--- src/rtl/motor_ctrl_pkg.sv ---
// Shared types and constants for the motor-control ADC front end.
package motor_ctrl_pkg;

    typedef enum logic [1:0] {
        IDLE   = 2'd0,
        FRAME  = 2'd1,
        UPDATE = 2'd2
    } adc_state_t;

    localparam int unsigned ADC_FRAME_BITS = 16;
    localparam int unsigned ADC_DATA_BITS  = 12;
    localparam int unsigned ADC_ADDR_MSB   = 13;
    localparam int unsigned ADC_HALF_BITS  = 5;   // 32 SCLK half-periods per frame

    localparam logic CH_PHASE  = 1'b0;
    localparam logic CH_ASSIST = 1'b1;

    // Control word shifted out on DIN: {2'b00, addr[2:0], 11'b0}
    function automatic logic [ADC_FRAME_BITS-1:0] adc_frame_word(input logic [2:0] addr);
        logic [ADC_FRAME_BITS-1:0] w;
        w = '0;
        w[ADC_ADDR_MSB -: 3] = addr;
        return w;
    endfunction

endpackage

--- src/rtl/adc_boxcar4.sv ---
// 4-deep boxcar average of 12-bit samples, advanced on load.
// Only present when PHASE_ADC_AVG_EN is defined.
`ifdef PHASE_ADC_AVG_EN
module adc_boxcar4
    import motor_ctrl_pkg::*;
(
    input  logic        clk,
    input  logic        reset_n,
    input  logic        load,
    input  logic [11:0] din,
    output logic [11:0] dout
);

    localparam int unsigned SUM_W = ADC_DATA_BITS + 2;

    logic [2:0][11:0]  hist_q;
    logic [SUM_W-1:0]  sum_c;
    logic [11:0]       dout_q;

    // Sum of the incoming sample and the three previous ones
    always_comb begin
        sum_c = SUM_W'(din) + SUM_W'(hist_q[0]) + SUM_W'(hist_q[1]) + SUM_W'(hist_q[2]);
    end

    // History shift and registered average (truncating divide by 4)
    always_ff @(posedge clk) begin
        if (!reset_n) begin
            hist_q <= '0;
            dout_q <= '0;
        end else if (load) begin
            hist_q[0] <= din;
            hist_q[1] <= hist_q[0];
            hist_q[2] <= hist_q[1];
            dout_q    <= sum_c[SUM_W-1:2];
        end
    end

    assign dout = dout_q;

endmodule
`endif

--- src/rtl/phase_adc_sampler.sv ---
// SPI front end for an ADC128S022-type ADC: alternates between the phase-wire
// and assistance channels and publishes the latest 12-bit value of each.
// Optional averaging: define PHASE_ADC_AVG_EN to pass each channel through a
// 4-deep boxcar (adc_boxcar4).
module phase_adc_sampler
    import motor_ctrl_pkg::*;
#(
    parameter int unsigned SCLK_DIV    = 2,
    parameter int unsigned IDLE_CYCLES = 4,
    parameter logic [2:0]  PHASE_CH    = 3'd0,
    parameter logic [2:0]  ASSIST_CH   = 3'd1
)
(
    input  logic        c1m,
    input  logic        reset_n,
    input  logic        adc_miso,
    output logic        adc_sclk,
    output logic        adc_cs_n,
    output logic        adc_mosi,
    output logic [11:0] PhaseWireVoltage,
    output logic [11:0] AssistanceRequirement,
    output logic        sample_valid,
    output logic        sample_ch
);

    localparam int unsigned CNT_MAX = (IDLE_CYCLES > SCLK_DIV) ? IDLE_CYCLES : SCLK_DIV;
    localparam int unsigned CNT_W   = (CNT_MAX > 1) ? $clog2(CNT_MAX) : 1;
    localparam logic [CNT_W-1:0]         IDLE_LAST = CNT_W'(IDLE_CYCLES - 1);
    localparam logic [CNT_W-1:0]         DIV_LAST  = CNT_W'(SCLK_DIV - 1);
    localparam logic [ADC_HALF_BITS-1:0] HALF_LAST = '1;

    adc_state_t                state_q, state_d;
    logic [CNT_W-1:0]          cnt_q, cnt_d;
    logic [ADC_HALF_BITS-1:0]  half_q, half_d;
    logic                      cs_n_q, cs_n_d;
    logic                      sclk_q, sclk_d;
    logic                      mosi_q, mosi_d;

    logic [ADC_DATA_BITS-1:0]  rx_shift_q;
    logic                      tx_ch_q;
    logic                      rx_ch_q;
    logic                      first_q;
    logic                      valid_q;
    logic                      ch_q;
    logic [ADC_DATA_BITS-1:0]  phase_q;
    logic [ADC_DATA_BITS-1:0]  assist_q;

    logic [ADC_FRAME_BITS-1:0] tx_word_c;
    logic                      sclk_rise_c;
    logic                      update_c;
    logic                      load_phase_c;
    logic                      load_assist_c;

    assign tx_word_c     = adc_frame_word((tx_ch_q == CH_ASSIST) ? ASSIST_CH : PHASE_CH);
    assign sclk_rise_c   = (state_q == FRAME) && half_q[0] && (cnt_q == '0);
    assign update_c      = (state_q == UPDATE) && !first_q;
    assign load_phase_c  = update_c && (rx_ch_q == CH_PHASE);
    assign load_assist_c = update_c && (rx_ch_q == CH_ASSIST);

    // Next state, divider/half-period counters and pin values aligned to the next state
    always_comb begin
        state_d = state_q;
        cnt_d   = cnt_q;
        half_d  = half_q;
        cs_n_d  = 1'b1;
        sclk_d  = 1'b1;
        mosi_d  = 1'b0;

        case (state_q)
            IDLE: begin
                if (cnt_q == IDLE_LAST) begin
                    state_d = FRAME;
                    cnt_d   = '0;
                    half_d  = '0;
                end else begin
                    cnt_d = cnt_q + 1'b1;
                end
            end
            FRAME: begin
                if (cnt_q == DIV_LAST) begin
                    cnt_d = '0;
                    if (half_q == HALF_LAST) begin
                        state_d = UPDATE;
                    end else begin
                        half_d = half_q + 1'b1;
                    end
                end else begin
                    cnt_d = cnt_q + 1'b1;
                end
            end
            UPDATE: begin
                state_d = IDLE;
                cnt_d   = '0;
            end
            default: begin
                state_d = IDLE;
                cnt_d   = '0;
                half_d  = '0;
            end
        endcase

        if (state_d == FRAME) begin
            cs_n_d = 1'b0;
            sclk_d = half_d[0];
            mosi_d = tx_word_c[~half_d[4:1]];
        end
    end

    // FSM, counters and registered SPI pins
    always_ff @(posedge c1m) begin
        if (!reset_n) begin
            state_q <= IDLE;
            cnt_q   <= '0;
            half_q  <= '0;
            cs_n_q  <= 1'b1;
            sclk_q  <= 1'b1;
            mosi_q  <= 1'b0;
        end else begin
            state_q <= state_d;
            cnt_q   <= cnt_d;
            half_q  <= half_d;
            cs_n_q  <= cs_n_d;
            sclk_q  <= sclk_d;
            mosi_q  <= mosi_d;
        end
    end

    // MISO capture, channel pipeline and valid strobe
    always_ff @(posedge c1m) begin
        if (!reset_n) begin
            rx_shift_q <= '0;
            tx_ch_q    <= CH_PHASE;
            rx_ch_q    <= CH_PHASE;
            first_q    <= 1'b1;
            valid_q    <= 1'b0;
            ch_q       <= CH_PHASE;
        end else begin
            valid_q <= update_c;
            if (update_c) begin
                ch_q <= rx_ch_q;
            end
            if (sclk_rise_c) begin
                rx_shift_q <= {rx_shift_q[ADC_DATA_BITS-2:0], adc_miso};
            end
            if (state_q == UPDATE) begin
                first_q <= 1'b0;
                rx_ch_q <= tx_ch_q;
                tx_ch_q <= ~tx_ch_q;
            end
        end
    end

`ifdef PHASE_ADC_AVG_EN
    adc_boxcar4 u_phase_avg (
        .clk     (c1m),
        .reset_n (reset_n),
        .load    (load_phase_c),
        .din     (rx_shift_q),
        .dout    (phase_q)
    );

    adc_boxcar4 u_assist_avg (
        .clk     (c1m),
        .reset_n (reset_n),
        .load    (load_assist_c),
        .din     (rx_shift_q),
        .dout    (assist_q)
    );
`else
    // Raw frame data into the channel that was addressed one frame earlier
    always_ff @(posedge c1m) begin
        if (!reset_n) begin
            phase_q  <= '0;
            assist_q <= '0;
        end else begin
            if (load_phase_c) begin
                phase_q <= rx_shift_q;
            end
            if (load_assist_c) begin
                assist_q <= rx_shift_q;
            end
        end
    end
`endif

    assign adc_sclk              = sclk_q;
    assign adc_cs_n              = cs_n_q;
    assign adc_mosi              = mosi_q;
    assign PhaseWireVoltage      = phase_q;
    assign AssistanceRequirement = assist_q;
    assign sample_valid          = valid_q;
    assign sample_ch             = ch_q;

endmodule

--- config.mk ---
export PLATFORM = sky130hd
export DESIGN_NAME = phase_adc_sampler
export DESIGN_NICKNAME = d
export VERILOG_FILES = /design/src/rtl/motor_ctrl_pkg.sv /design/src/rtl/adc_boxcar4.sv /design/src/rtl/phase_adc_sampler.sv
export SDC_FILE = /design/constraint.sdc
export NUM_CORES = 1
export LEC_CHECK = 0
export ABC_AREA = 1
export CORE_UTILIZATION = 47
export CTS_BUF_LIST = sky130_fd_sc_hd__clkbuf_8 sky130_fd_sc_hd__clkbuf_16
export DETAILED_ROUTE_END_ITERATION = 10
export PLACE_DENSITY = 0.74
export RECOVER_POWER = 25
export SLEW_MARGIN = 0
export SYNTH_ARGS = -nofsm -noshare
export SYNTH_HDL_FRONTEND = slang
export SYNTH_SLANG_ARGS = --single-unit
--- constraint.sdc ---
create_clock -name c1m -period 1.3 [get_ports c1m]
set_clock_uncertainty 0.15 [all_clocks]
set_input_delay 0.26 -clock c1m [delete_from_list [all_inputs] [get_ports c1m]]
set_output_delay 0.26 -clock c1m [all_outputs]
set_load 0.05 [all_outputs]
== Word-level counts from Yosys, hierarchy flattened ==
Index checks and enable logic that the tools add are counted.

* Add/sub/neg operators: 2
* Eq/ne operators: 6
* Bitwise gates (word level): 3
* Order comparisons: 1
* Reduce and logical (&&, ||, !) cells: 9
* Muxes and demuxes: 15

{| class="wikitable"
|+ Operators by type and width
! cell !! count
|-
| $mux 5 || 3
|-
| $pmux 5 s3 || 1
|-
| $mux 2 || 5
|-
| $pmux 2 s2 || 2
|-
| $eq 2x1->1 const B || 3
|-
| $add 5x1->5 const B || 1
|-
| $eq 5x5->1 const B || 1
|-
| $logic_and 1x1->1 || 5
|-
| $lt 4x5->1 const B || 1
|-
| $bmux 1 s4 || 1
|-
| $eq 2x2->1 const B || 2
|-
| $logic_not 2->1 || 2
|-
| $not 4->4 || 1
|-
| $mux 1 || 3
|-
| $add 2x1->2 const B || 1
|-
| $not 1->1 || 2
|-
| $reduce_and 2->1 || 1
|-
| $logic_not 1->1 || 1
|}

* Word-level logic and storage cells: 50
* Register bits: 53
* Bits of input ports: 3

== Depth between registers and ports, before layout ==
* Depth in word-level cells: 7
* Depth in mapped cells: 9
* Gate-level depth less buffers: 9

== Worst setup path before layout ==
No wires, ideal clock.

* Kind: reg2reg
* From: register half_q[0]
* To: register mosi_q (netlist: adc_mosi)
* Data arrival time: 1.197 ns
* Required time: 1.086 ns
* Slack: -0.111 ns
* Buffers on the path: 0
* Cell stages (with the launch flop): 8
* Path through: dfxtp_1 ha_1 nand4_1 nand2_1 nor2_1 nor2_1 nand3_1 nor2_1

* Word-level cells in the longest chain between the ends: 7
* Elaborated cells on any way between the ends: 13
* Classes of those cells: add/sub: 1; eq/ne: 2; mux: 8; bitwise: 1; reduce/logical: 1

{| class="wikitable"
|+ RTL lines
! element !! line !! source
|-
| start: declaration || phase_adc_sampler.sv:34 || <nowiki>logic [ADC_HALF_BITS-1:0] half_q, half_d;</nowiki>
|-
| start signal: assignment || phase_adc_sampler.sv:121 || <nowiki>half_q <= half_d;</nowiki>
|-
| $add 5x1->5 / $eq 5x5->1 (equally long branches) || phase_adc_sampler.sv:85, phase_adc_sampler.sv:82 ||
|-
| $mux 5 || phase_adc_sampler.sv:82 || <nowiki>if (half_q == HALF_LAST) begin</nowiki>
|-
| $mux 5 || phase_adc_sampler.sv:80 || <nowiki>if (cnt_q == DIV_LAST) begin</nowiki>
|-
| $pmux 5 s3 || phase_adc_sampler.sv:69 || <nowiki>case (state_q)</nowiki>
|-
| $not 4->4 || phase_adc_sampler.sv:105 || <nowiki>mosi_d = tx_word_c[~half_d[4:1]];</nowiki>
|-
| $bmux 1 s4 || phase_adc_sampler.sv:105 ||
|-
| $mux 1 (not written as such) || phase_adc_sampler.sv:105 ||
|-
| end signal: assignment || phase_adc_sampler.sv:124 || <nowiki>mosi_q <= mosi_d;</nowiki>
|-
| end: declaration || phase_adc_sampler.sv:37 || <nowiki>logic mosi_q, mosi_d;</nowiki>
|}

Parallel ways exist; a longest one is shown, timed or not. The select of a mux whose other input is x is not followed.
A chain may end at the register's enable or synchronous reset.

== Final worst setup path ==
* From: register half_q[0]
* To: register sclk_q (netlist: adc_sclk)

* Word-level cells in the longest chain between the ends: 6
* Elaborated cells on any way between the ends: 11
* Classes of those cells: add/sub: 1; eq/ne: 2; mux: 7; reduce/logical: 1

{| class="wikitable"
|+ RTL lines
! element !! line !! source
|-
| branches (longest 6 deep; another with $add 5x1->5) || -- ||
|-
| end signal: assignment || phase_adc_sampler.sv:123 || <nowiki>sclk_q <= sclk_d;</nowiki>
|-
| end: declaration || phase_adc_sampler.sv:36 || <nowiki>logic sclk_q, sclk_d;</nowiki>
|}

Parallel ways; which one is timed is not known.

==> results.rst <==
.. list-table::
   :header-rows: 1

   * - Metric
     - Value
   * - Synthesis warning total
     - 0
   * - Vias after detailed routing
     - approximately 2,300
   * - Overall Global Routing Usage
     - 31.5%
   * - 1st-iter DRT viols
     - around 240
   * - Antenna violations before repair
     - 0
   * - Number of buffers created by CTS
     - 5
   * - Number of levels in the clock H-tree
     - 2
   * - HP Class
     - reg -> reg
   * - CTS Buffer Depth
     - 2
   * - Type of destination of the critical path
     - flip-flop
   * - Net count reported at finish
     - about 330
   * - Tightest hold margin
     - roughly 380 ps
   * - Proportion of layout cells with a drive suffix above 1
     - between 60% and 70%
   * - Post-synthesis instance area
     - around 0.0021 mm²
   * - Post-synthesis cell count
     - roughly 250
   * - Cell chain of the critical path
     - ha_4 -> nand4_1 -> nand2_2 -> nand3_2 -> nand2_2 -> a21oi_4 -> nand2_1
   * - Area of the multi-input gates
     - approximately 0.0013 mm²
   * - Most instantiated cells after synthesis
     - dfxtp_1 (53), inv_1 (29), nand2_1 (29), a21oi_1 (27), o21ai_0 (21)
   * - Via count of the first global-routing pass
     - about 2,100
   * - HPWL after detailed placement
     - 3270 µm
   * - Worst EP arrival
     - 1700 ps
   * - Gp weighted congestion
     - roughly 0.9
   * - Final setup fails
     - 49
   * - Count of flip-flops with a built-in enable after synthesis
     - 0
   * - Final Hold Vio Count
     - 0
   * - Least-Margin Pin Slew
     - ~350 ps
   * - Worst-path fanout max
     - 5
   * - Clock period minus final worst setup slack
     - ~1700 ps
   * - Leakage power total
     - 1.45 nW
   * - Share of the synthesized area in the top cell type
     - about half
   * - Core outline area
     - a little over 0.004 mm²
   * - Remaining design rule violation count
     - 0
   * - Data required time at the worst endpoint
     - about 1400 ps
   * - Maximum number of pins on one net before global-route repair
     - 21
   * - Power per Cell Area
     - 1140 mW/mm²
   * - DRT antenna net count
     - 0
   * - Clock sinks
     - 53
   * - Ant diodes
     - 0
   * - Placement Cell Area
     - between 0.003 and 0.004 mm²
   * - First-pass GRT wire length
     - ~11,000 µm
   * - Share of the clock period used by the worst path
     - 127%
   * - Fraction of the yosys area taken by sequential cells
     - a little over 50%
   * - FFs w/ async S/R, synth
     - 0%
   * - Failing checks
     - negative setup slack
   * - Buffer cell driving the clock tree root
     - clkbuf_8
   * - Top achievable clock speed
     - 0.605 GHz
   * - Cell accounting for the most synthesized area
     - dfxtp_1
   * - Number of synthesized register bits
     - between 50 and 60
   * - Total area of sequential cells
     - roughly 0.0011 mm²
   * - Worst VDD drop
     - between 0.001 and 0.0015 V
   * - Die Width
     - 68.9 µm
   * - CTS Hold Buffers Added
     - 0
   * - Standard-cell rows
     - 23
   * - Detail-routed via count per cell
     - around 6.3
   * - Final total negative setup slack
     - -7820 ps
   * - Max Transition Viols Final
     - 0
   * - Post-Place Setup Slack
     - -274 ps
   * - Max Cap Viol
     - 0
   * - Outcome
     - complete, but fails checks
   * - Port Buffer Count
     - 31
   * - Startpoint Class
     - flip-flop
   * - Clock latency reported for the late side of the worst-skew pair
     - between 300 and 400 ps
   * - Critical path's most frequent cell
     - nand2_2
   * - Wirelength per Cell
     - roughly 25 µm
   * - Synth area leaders
     - dfxtp_1 (50%), a21oi_1 (6.4%), a21oi_2 (6.2%)
   * - Final instance area
     - between 0.003 and 0.004 mm²
   * - Die Span Y
     - 68.9 µm
   * - Net count after synthesis
     - around 260
   * - Gr ovfl total
     - 0
   * - Number of distinct standard cells referenced by the synthesized netlist
     - 29
   * - Bufs and invs on worst path
     - 0
   * - Worst Path Class, Setup
     - reg -> reg
   * - Total power
     - about 4.4 mW
   * - Setup repair after global routing missed its margin
     - true
   * - Top-level port count
     - 32
   * - Clock tree from TritonCTS
     - built
   * - Area grow syn2layout
     - 83.2%
   * - Most common flop cell mapped by yosys
     - dfxtp_1
   * - Max-slew headroom
     - between 70% and 80%
   * - Sum of routed wire length over all layers
     - about 9200 µm
   * - Die Footprint
     - approximately 0.0047 mm²
   * - Slowest cell on the critical path
     - dfxtp_4
   * - Number of detailed-route iterations in the first pass
     - 5
   * - Filler cells
     - 127
   * - Mean cell area of the mapped netlist
     - around 8.5 µm²
   * - Family with the most delay on the worst path
     - simple AND/OR/NAND/NOR gates
   * - Stage delay of the slowest cell on the critical path
     - 380 ps
   * - Post-layout worst setup margin
     - -354 ps
   * - Starting utilization of the core area
     - approximately 51%
   * - Most frequently used cell type in the post-synthesis netlist
     - dfxtp_1
   * - Clk slew on worst S/H paths
     - 110 ps
repair_timing:
item,CTS,global route
endpoints found under the hold margin,0,0
cloned,6,0
buffers inserted,7,5
pin swaps,5,17
gates resized for setup,80,90
setup endpoints to repair,47,65
worst register-to-register path, delay by kind of cell, from the launching register on:
family	cells	cell delay (ps)
and+or+nand+nor	5	710
adders and majority gates	1	160
AOI/OAI and AO/OA	1	150
DFF	1	380
metal layers:
layer	global-route usage [%]	wire, µm
met1	40.5	3570
met2	50.0	4350
met3	5.76	739
met4	16.3	553
met5	0	0
flip-flops by register name, summed over array words and instances, names as in the netlist, 2 cells and up:
name                   flops
rx_shift_q                12
PhaseWireVoltage          12
state_q                    2
cnt_q                      2
AssistanceRequirement     12
half_q                     5
area by class of cell:
class	count	share of cell area (%)
tap	50	1.62
timing repair inverter	3	1.27
clock inverter	2	0.357
clock buffer	6	2.44
timing repair buffer	71	26.5
multi-input combinational	151	34.9
inverter	34	3.96
sequential	53	29.0
logic make-up after synthesis:
group,count (synthesis),share of synthesized area (%)
AND/OR/NAND/NOR,61,13.1
flip-flops,53,50.4
buffers and inverters,44,9.40
adder cells (fa/ha/maj),5,2.97
AO/OA/AOI/OAI,85,24.0
power breakdown:
| part | leakage (nW) | switching, mW | internal [mW] |
|---|---|---|---|
| Clock | 0.0567 | 0.606 | 0.502 |
| Sequential | 0.444 | 0.122 | 1.72 |
| Combinational | 0.948 | 0.816 | 0.613 |
| Total | 1.45 | 1.54 | 2.84 |
path summary, 6_finish.rpt:
kind	startpoint	slack, ps	end	cells past startpoint
hold / removal	first_q	380	first_q	2
setup / recovery	half_q[0]	-350	adc_sclk	7
setup reg to reg	half_q[0]	-350	adc_sclk	7
hold reg to reg	first_q	380	first_q	2
cells in the final DEF, fill, tap and decap left out, types with 3 or more instances in the layout:
cell type	netlist	routed
buf_12	0	34
a21oi_2	15	30
inv_1	29	27
buf_4	1	26
dfxtp_1	53	25
nand2_1	29	25
o21ai_4	0	21
dfxtp_2	0	20
o21ai_2	2	14
a21oi_1	27	10
nor2_1	14	10
dfxtp_4	0	8
clkbuf_8	0	5
buf_6	3	5
nand2_2	3	4
nand3_2	1	4
nor2_4	2	3
clkinv_8	0	3
nand3_1	8	3
nor2_2	0	3
a21oi_4	1	3
o21ai_0	21	3
ha_4	0	3
per-stage QoR:
| step | util [%] | cells |
|---|---|---|
| detailed placement | 72.4 | 346 |
| global route | 93.0 | 370 |
| finish | 93.0 | 370 |
| global placement | 72.4 | 346 |
| CTS | 84.1 | 367 |
| floorplan | - | 248 |
No activity file was read; power rests on OpenSTA's default activity.
